### src/rtl/hamming_pkg.sv
// Shared constants for the SECDED Hamming(12,7) encoder and its decoder.
// Codeword positions are numbered 12..1; parity bits sit at the powers of two,
// data bits fill the remaining positions below 12, and position 12 carries
// the overall (even) parity.
package hamming_pkg;

   localparam int unsigned DATA_W = 7;
   localparam int unsigned CODE_W = 12;

   localparam int unsigned P1_POS      = 1;
   localparam int unsigned P2_POS      = 2;
   localparam int unsigned P4_POS      = 4;
   localparam int unsigned P8_POS      = 8;
   localparam int unsigned OVERALL_POS = 12;

   localparam int unsigned PARITY_POS [0:3] = '{P1_POS, P2_POS, P4_POS, P8_POS};

   // Codeword position of d1..d7.
   localparam int unsigned DATA_POS [1:DATA_W] = '{3, 5, 6, 7, 9, 10, 11};

endpackage

### src/rtl/hamming_encode_core.sv
// Combinational SECDED Hamming(12,7) encoder.
// Ports:
//   in_data  [7:1]  data word d7..d1
//   out_code [12:1] codeword: parity at 1,2,4,8, data at 3,5,6,7,9,10,11,
//                   overall even parity at 12
module hamming_encode_core
   import hamming_pkg::*;
(
   input  logic [DATA_W:1] in_data,
   output logic [CODE_W:1] out_code
);

   logic [CODE_W:1] w_code;
   logic            w_par;

   always_comb begin
      w_code = '0;
      w_par  = 1'b0;
      for (int i = 1; i <= int'(DATA_W); i++) begin
         w_code[4'(DATA_POS[3'(i)])] = in_data[3'(i)];
      end
      // Parity slots are still zero while their group is summed, and no
      // power-of-two position belongs to another group, so summing every
      // position in the group is equivalent to summing only the data bits.
      for (int k = 0; k < 4; k++) begin
         w_par = 1'b0;
         for (int pos = 1; pos <= 11; pos++) begin
            if (((pos >> k) & 1) == 1) begin
               w_par = w_par ^ w_code[4'(pos)];
            end
         end
         w_code[4'(PARITY_POS[2'(k)])] = w_par;
      end
      w_code[4'(OVERALL_POS)] = ^w_code;
   end

   assign out_code = w_code;

endmodule

### src/rtl/hamming_encode_stream.sv
// Streaming SECDED encoder with fault injection and a 2-entry output FIFO.
// Ports:
//   clk, rst_n                  clock, synchronous active-low reset
//   in_data/in_valid/in_ready   upstream handshake, 7-bit data word
//   inject_mask                 bit-flip mask XORed into the stored codeword
//   out_code/out_valid/out_ready downstream handshake, 12-bit codeword
//   word_count                  accepted words (wrapping)
//   inject_count                accepted words with a nonzero mask (wrapping)
module hamming_encode_stream
   import hamming_pkg::*;
#(
   parameter int unsigned CNT_W = 16
) (
   input  logic             clk,
   input  logic             rst_n,
   input  logic [DATA_W:1]  in_data,
   input  logic             in_valid,
   output logic             in_ready,
   input  logic [CODE_W:1]  inject_mask,
   output logic [CODE_W:1]  out_code,
   output logic             out_valid,
   input  logic             out_ready,
   output logic [CNT_W-1:0] word_count,
   output logic [CNT_W-1:0] inject_count
);

   logic [CODE_W:1]  w_enc;
   logic             w_push;
   logic             w_pop;

   logic [CODE_W:1]  r_mem0;
   logic [CODE_W:1]  r_mem1;
   logic             r_wr_ptr;
   logic             r_rd_ptr;
   logic [1:0]       r_count;
   logic [CNT_W-1:0] r_word_count;
   logic [CNT_W-1:0] r_inject_count;

   hamming_encode_core u_core (
      .in_data  (in_data),
      .out_code (w_enc)
   );

   // Handshake flags depend only on registered occupancy; out_ready never
   // reaches in_ready combinationally.
   assign in_ready  = (r_count != 2'd2);
   assign out_valid = (r_count != 2'd0);
   assign out_code  = r_rd_ptr ? r_mem1 : r_mem0;

   assign w_push = in_valid & in_ready;
   assign w_pop  = out_valid & out_ready;

   always_ff @(posedge clk) begin
      if (!rst_n) begin
         r_mem0         <= '0;
         r_mem1         <= '0;
         r_wr_ptr       <= 1'b0;
         r_rd_ptr       <= 1'b0;
         r_count        <= 2'd0;
         r_word_count   <= '0;
         r_inject_count <= '0;
      end else begin
         if (w_push) begin
            if (r_wr_ptr) begin
               r_mem1 <= w_enc ^ inject_mask;
            end else begin
               r_mem0 <= w_enc ^ inject_mask;
            end
            r_wr_ptr     <= ~r_wr_ptr;
            r_word_count <= r_word_count + CNT_W'(1);
            if (inject_mask != '0) begin
               r_inject_count <= r_inject_count + CNT_W'(1);
            end
         end
         if (w_pop) begin
            r_rd_ptr <= ~r_rd_ptr;
         end
         unique case ({w_push, w_pop})
            2'b10:   r_count <= r_count + 2'd1;
            2'b01:   r_count <= r_count - 2'd1;
            default: r_count <= r_count;
         endcase
      end
   end

   assign word_count   = r_word_count;
   assign inject_count = r_inject_count;

endmodule

### config.mk
export PLATFORM = sky130hd
export DESIGN_NAME = hamming_encode_stream
export DESIGN_NICKNAME = d
export VERILOG_FILES = /design/src/rtl/hamming_pkg.sv /design/src/rtl/hamming_encode_core.sv /design/src/rtl/hamming_encode_stream.sv
export SDC_FILE = /design/constraint.sdc
export NUM_CORES = 1
export LEC_CHECK = 0
export CAP_MARGIN = 20
export CORE_ASPECT_RATIO = 1.1
export CORE_MARGIN = 1.5
export CORE_UTILIZATION = 49
export CTS_CLUSTER_DIAMETER = 200
export DETAILED_ROUTE_END_ITERATION = 16
export PLACE_DENSITY = 0.79
export SYNTH_ARGS = -nofsm -noshare
export SYNTH_HDL_FRONTEND = slang
export SYNTH_SLANG_ARGS = --single-unit
### constraint.sdc
create_clock -name clk -period 2.71 [get_ports clk]
set_clock_uncertainty 0.15 [all_clocks]
set_input_delay 0.6775 -clock clk [delete_from_list [all_inputs] [get_ports clk]]
set_output_delay 0.6775 -clock clk [all_outputs]
set_load 0.005 [all_outputs]
Word-level counts from Yosys, hierarchy flattened
Cells that the tools add are included.

Register bits: 60. Bits in latches: 0. Memory bits (writable): 0. Memory bits (read-only): 0. Input port bits: 23. Output and inout port bits: 46. Logic and storage cells: 28. Memories: 0.

Add/subtract/negate cells: 4. $mul: 0. Divide/modulo/power cells: 0. Order comparisons: 0. Equal/unequal tests: 3. Shifts and indexed selects: 0. Mux-type cells: 2. Bitwise logic cells: 5. Reductions and logical operators: 7.

Operators with widths (number): 16-bit by 1-bit adder with 16-bit output, second input constant (2); 12-bit 2-to-1 mux (1); 12-bit nonzero test (1); 12-bit XOR reduction (1); 12-bit XOR (1); 2-bit AND reduction (3); 2-bit case mux with 2 select lines (1); 2-bit nonzero test (2); 2-bit by 1-bit adder with 2-bit output, second input constant (1); 1-bit AND (2); 2-bit by 1-bit equality test with 1-bit output, second input constant (1); 2-bit equality test, second input constant (1); 2-bit inequality test, second input constant (1); 1-bit NOT (2); 2-bit by 1-bit subtractor with 2-bit output, second input constant (1).

Logic depth before layout (Yosys ltp)
Depth after elaboration: 4. Depth in mapped cells: 8. Mapped depth without buffers: 7.

By module
A second synthesis with hierarchy kept.

Cell total of the unflattened synthesis: 322. Area, all modules: 2869.0 µm².

Modules (own cells, without submodules): hamming_encode_stream (instances 1, cells each 309, area each 2758.9 µm²); hamming_encode_core (instances 1, cells each 13, area each 110.1 µm²).

Worst setup path before layout
Ideal clock, no wire load.

Path type: in2reg. Start: input in_valid. End: register r_count[1]. Arrival: 1.814 ns. Setup slack: 0.676 ns. Stages: 6. Path buffers: 1. Cells stage by stage: and2_2 inv_2 buf_2 ha_1 or3_1 a21oi_1.

Cells in the longest elaborated chain, start to end: 3. Elaborated cells on any way between the ends: 5. Those cells by class: 2 x eq/ne; 1 x mux; 1 x bitwise; 1 x reduce/logical.

RTL lines: from (decl) (line hamming_encode_stream.sv:17) `input logic in_valid,`; 1-bit AND * (line hamming_encode_stream.sv:50) `assign w_push = in_valid & in_ready;`; 2-bit by 1-bit equality test with 1-bit output or 2-bit equality test (tied branches) (line hamming_encode_stream.sv:78) `unique case ({w_push, w_pop})`; 2-bit case mux with 2 select lines or 2-bit nonzero test (tied branches); to (signal assigned) (line hamming_encode_stream.sv:79) `2'b10: r_count <= r_count + 2'd1;`; to (signal assigned) (line hamming_encode_stream.sv:80) `2'b01: r_count <= r_count - 2'd1;`; to (signal assigned) (line hamming_encode_stream.sv:81) `default: r_count <= r_count;`; to (decl) (line hamming_encode_stream.sv:35) `logic [1:0] r_count;`.

Every way passes the cells marked *; elsewhere a longest branch is shown, timed or not. A chain may end at the register's enable or synchronous reset.

Final worst setup path
Start: register r_rd_ptr. End: output out_code[1] in the netlist's numbering.

Cells in the longest elaborated chain, start to end: 1.

RTL lines: from (decl) (line hamming_encode_stream.sv:34) `logic r_rd_ptr;`; from (signal assigned) (line hamming_encode_stream.sv:76) `r_rd_ptr <= ~r_rd_ptr;`; 12-bit 2-to-1 mux (line hamming_encode_stream.sv:48) `assign out_code = r_rd_ptr ? r_mem1 : r_mem0;`; to (decl) (line hamming_encode_stream.sv:20) `output logic [CODE_W:1] out_code,`.

Every way passes these cells.

==> impl_metrics.yaml <==
logic_synthesis:
  ys_ff_latch: 60
  synth_cells: 310
  async_flop_share_pct: 0
  ys_seq_area_share_pct: 42.18
  synth_area_um2: 2848
  ys_types: 42
  ys.flop_type: "dfxtp_1"
  synthTopCellsByArea: "dfxtp_1 42%, a21oi_1 5.4%, mux2_2 4.7%"
  synth.avg_cell_area_um2: 9.186
  synth.top_cell.area_share_pct: 42.18
  ys_warn_count: 0
  synth_common_cells: "60 x dfxtp_1, 31 x a21oi_1, 31 x nand2_1"
  synth_edf_count: 0
  synth.most_common_cell: "dfxtp_1"
  yosys.area.top_type: "dfxtp_1"
  syn-num-nets: 336
clock_tree:
  cts_buffers: 9
  htree_num_levels: 3
  clock_sinks: 60
  cts_setup_buffers: 0
  clockRootBuffer: "clkbuf_8"
  holdBufCountCts: 0
  postCtsResizedCells: 0
  cts_max_path_buffers: 2
  cts_tree: "built"
  clkTransAtPathRegs_ns: 0.06
  clk_latency_ns: 0.33
sta:
  tns_ns: 0
  slew_headroom_pct: 69.49
  rsz0062_at_grt: "no"
  slew_viol_final: 0
  min_period_over_period_pct: 93.78
  finalCriticalPeriod_ns: 2.541
  timing.fmax_mhz: 393.5
  finalHoldViolations: 0
  timing.hold.ws_ns: 0.3066
  setup_viol: 0
  tightest_slew_ns: 0.4534
power_and_ir_drop:
  power_leakage_nw: 1.309
  power.total_w: 0.002653
  switching_power_w: 0.0006883
  swShare_pct: 25.94
  internal-power_w: 0.001965
  p_per_area_nw_per_um2: 695.3
  clock_power_share_pct: 37.5
  p_seq_share_pct: 38.6
  pwr-share-comb_pct: 23.9
  irDropWorstVdd_mv: 0.5482
setup_path:
  crit_required_ns: 1.88
  worstPathCellList: "buf_4, mux2_2, clkdlybuf4s50_1"
  timing.setup.critical_path_class: "flop to output pin"
  crit_fanout: 12
  crit_path_top_delay_cell: "clkdlybuf4s50_1"
  rr_worst_depth: 6
  cp-start-kind: "flop"
  cp.arrival_ns: 1.71
  critPathMaxStageDelay_ns: 0.45
  endpoint_kind: "output pin"
floorplan:
  die-height_um: 82.96
  rows: 28
  io_pins: 69
  core_area_um2: 5500
  die_w_um: 75.69
  start_util_pct: 51.77
  dieArea_um2: 6278
placement:
  gp_congestion: 0.7737
  dpl.hpwl_mm: 4.433
  place_inst: 439
  portBuffers: 64
routing:
  routed_wl_mm: 6.507
  drt-initial-drc-count: 78
  viasPerCell: 5.481
  ant_nets: 0
  drc: 0
  wl_per_cell_um: 14.30
  vias: 2494
  drt_first_pass_iters: 4
global_route:
  grt_pass1_vias: 2276
  grt_start_max_net_pins: 34
  grt_pass1_wl_mm: 10.53
  grt_remaining_overflow: 0
  antenna_found_initial: 0
  track_usage_pct: 21.51
finish:
  multiInputGateArea_um2: 1526
  fin_nets: 401
  n_fill_cell: 457
  seqCellArea_um2: 1201
  final_cells: 455
  drive_gt1_share_pct: 12.63
  antenna_cells: 0
  syn_to_final_growth_pct: 34.01
run_status:
  outcome: "completed"
worst_hold_path:
  min_path_cells: 2
  hold_class: "flop to flop"
flow_run:
  cap_violations: 0
==> metal layers <==
metal	global-route usage (%)	wire, µm	part of all wire [%]	up-vias
met5	0	0	0	-
met3	4.369	217	3.3	9
met2	34.77	3227	50	51
met1	27.36	2979	46	1176
li1	-	-	-	1258
met4	8.766	81	1.2	0
==> power by group through the flow <==
| stage | clock (W) | combinational, W | sequential (W) |
|---|---|---|---|
| 2_1_floorplan | 0 | 0.000391 | 0.00103 |
| 3_3_place_gp | 0 | 0.000622 | 0.00103 |
| 3_5_place_dp | 0 | 0.000632 | 0.00104 |
| 4_1_cts | 0.00101 | 0.000640 | 0.00102 |
| 5_1_grt | 0.00106 | 0.000691 | 0.00103 |
| 6_report | 0.000996 | 0.000635 | 0.00102 |
==> critical path: cells and delay by family (launching register included) <==
family | cells | cell delay [ns]
buffers and inverters | 2 | 0.68
DFF | 1 | 0.34
muxes | 1 | 0.36
==> final timing paths <==
check	start	to	slack (ns)
max	r_rd_ptr$_SDFFE_PN0P_	out_code[1]	0.17
min	r_mem0[1]$_SDFFE_PN0P_	r_mem0[1]$_SDFFE_PN0P_	0.31
min reg2reg	r_mem0[1]$_SDFFE_PN0P_	r_mem0[1]$_SDFFE_PN0P_	0.31
max reg2reg	r_count[1]$_SDFFE_PN0P_	r_count[1]$_SDFFE_PN0P_	0.61
==> logic make-up after synthesis <==
family	after synthesis	synth area share (%)
adders and majority gates	3	1.318
xor gates and xnor gates	15	4.613
and+or+nand+nor	124	25.70
DFF	60	42.18
AOI/OAI and AO/OA	60	12.65
muxes	25	9.314
buffers and inverters	23	4.218
==> sequential cells by signal (all words and copies together) (netlist names) <==
name          cells
r_mem1           12
r_wr_ptr          1
r_count           2
word_count       16
inject_count     16
r_mem0           12
r_rd_ptr          1
==> area by class of cell <==
cell class,count,area share [%]
tap,75,2.459
timing repair buffer,72,19.02
clock inverter,4,2.492
sequential,60,31.48
inverter,5,0.4918
multi-input combinational,227,40.00
clock buffer,12,4.066
==> stage by stage <==
| step | worst slack [ns] | util (%) | cell area, µm² |
|---|---|---|---|
| after CTS | 0.1429 | 69.38 | 3816 |
| after global placement | 0.2089 | 64.83 | 3566 |
| final | 0.1686 | 69.38 | 3816 |
| after global routing | 0.06338 | 69.38 | 3816 |
| after detailed placement | 0.1578 | 64.83 | 3566 |
| after floorplan | 0.6759 | - | 2848 |
==> layout by cell type (no fill, tap or decap), types with 3 or more instances in the layout <==
master and count:
o31ai_1 16, mux2_2 12, nor4_1 5, or4_1 16, clkbuf_8 11, nand2_1 31, a21oi_1 31, and3_1 4
o21ai_0 5, bufinv_16 3, a211oi_1 8, buf_4 6, nand4_1 8, or3_1 4, xnor2_1 9, nand3_1 5
nor2_1 24, nand2b_1 5, clkdlybuf4s50_1 64, and2_1 3, inv_1 3, xor2_1 6, ha_1 3, dfxtp_1 60
mux2i_1 13
No activity file was read; power rests on OpenSTA's default activity.
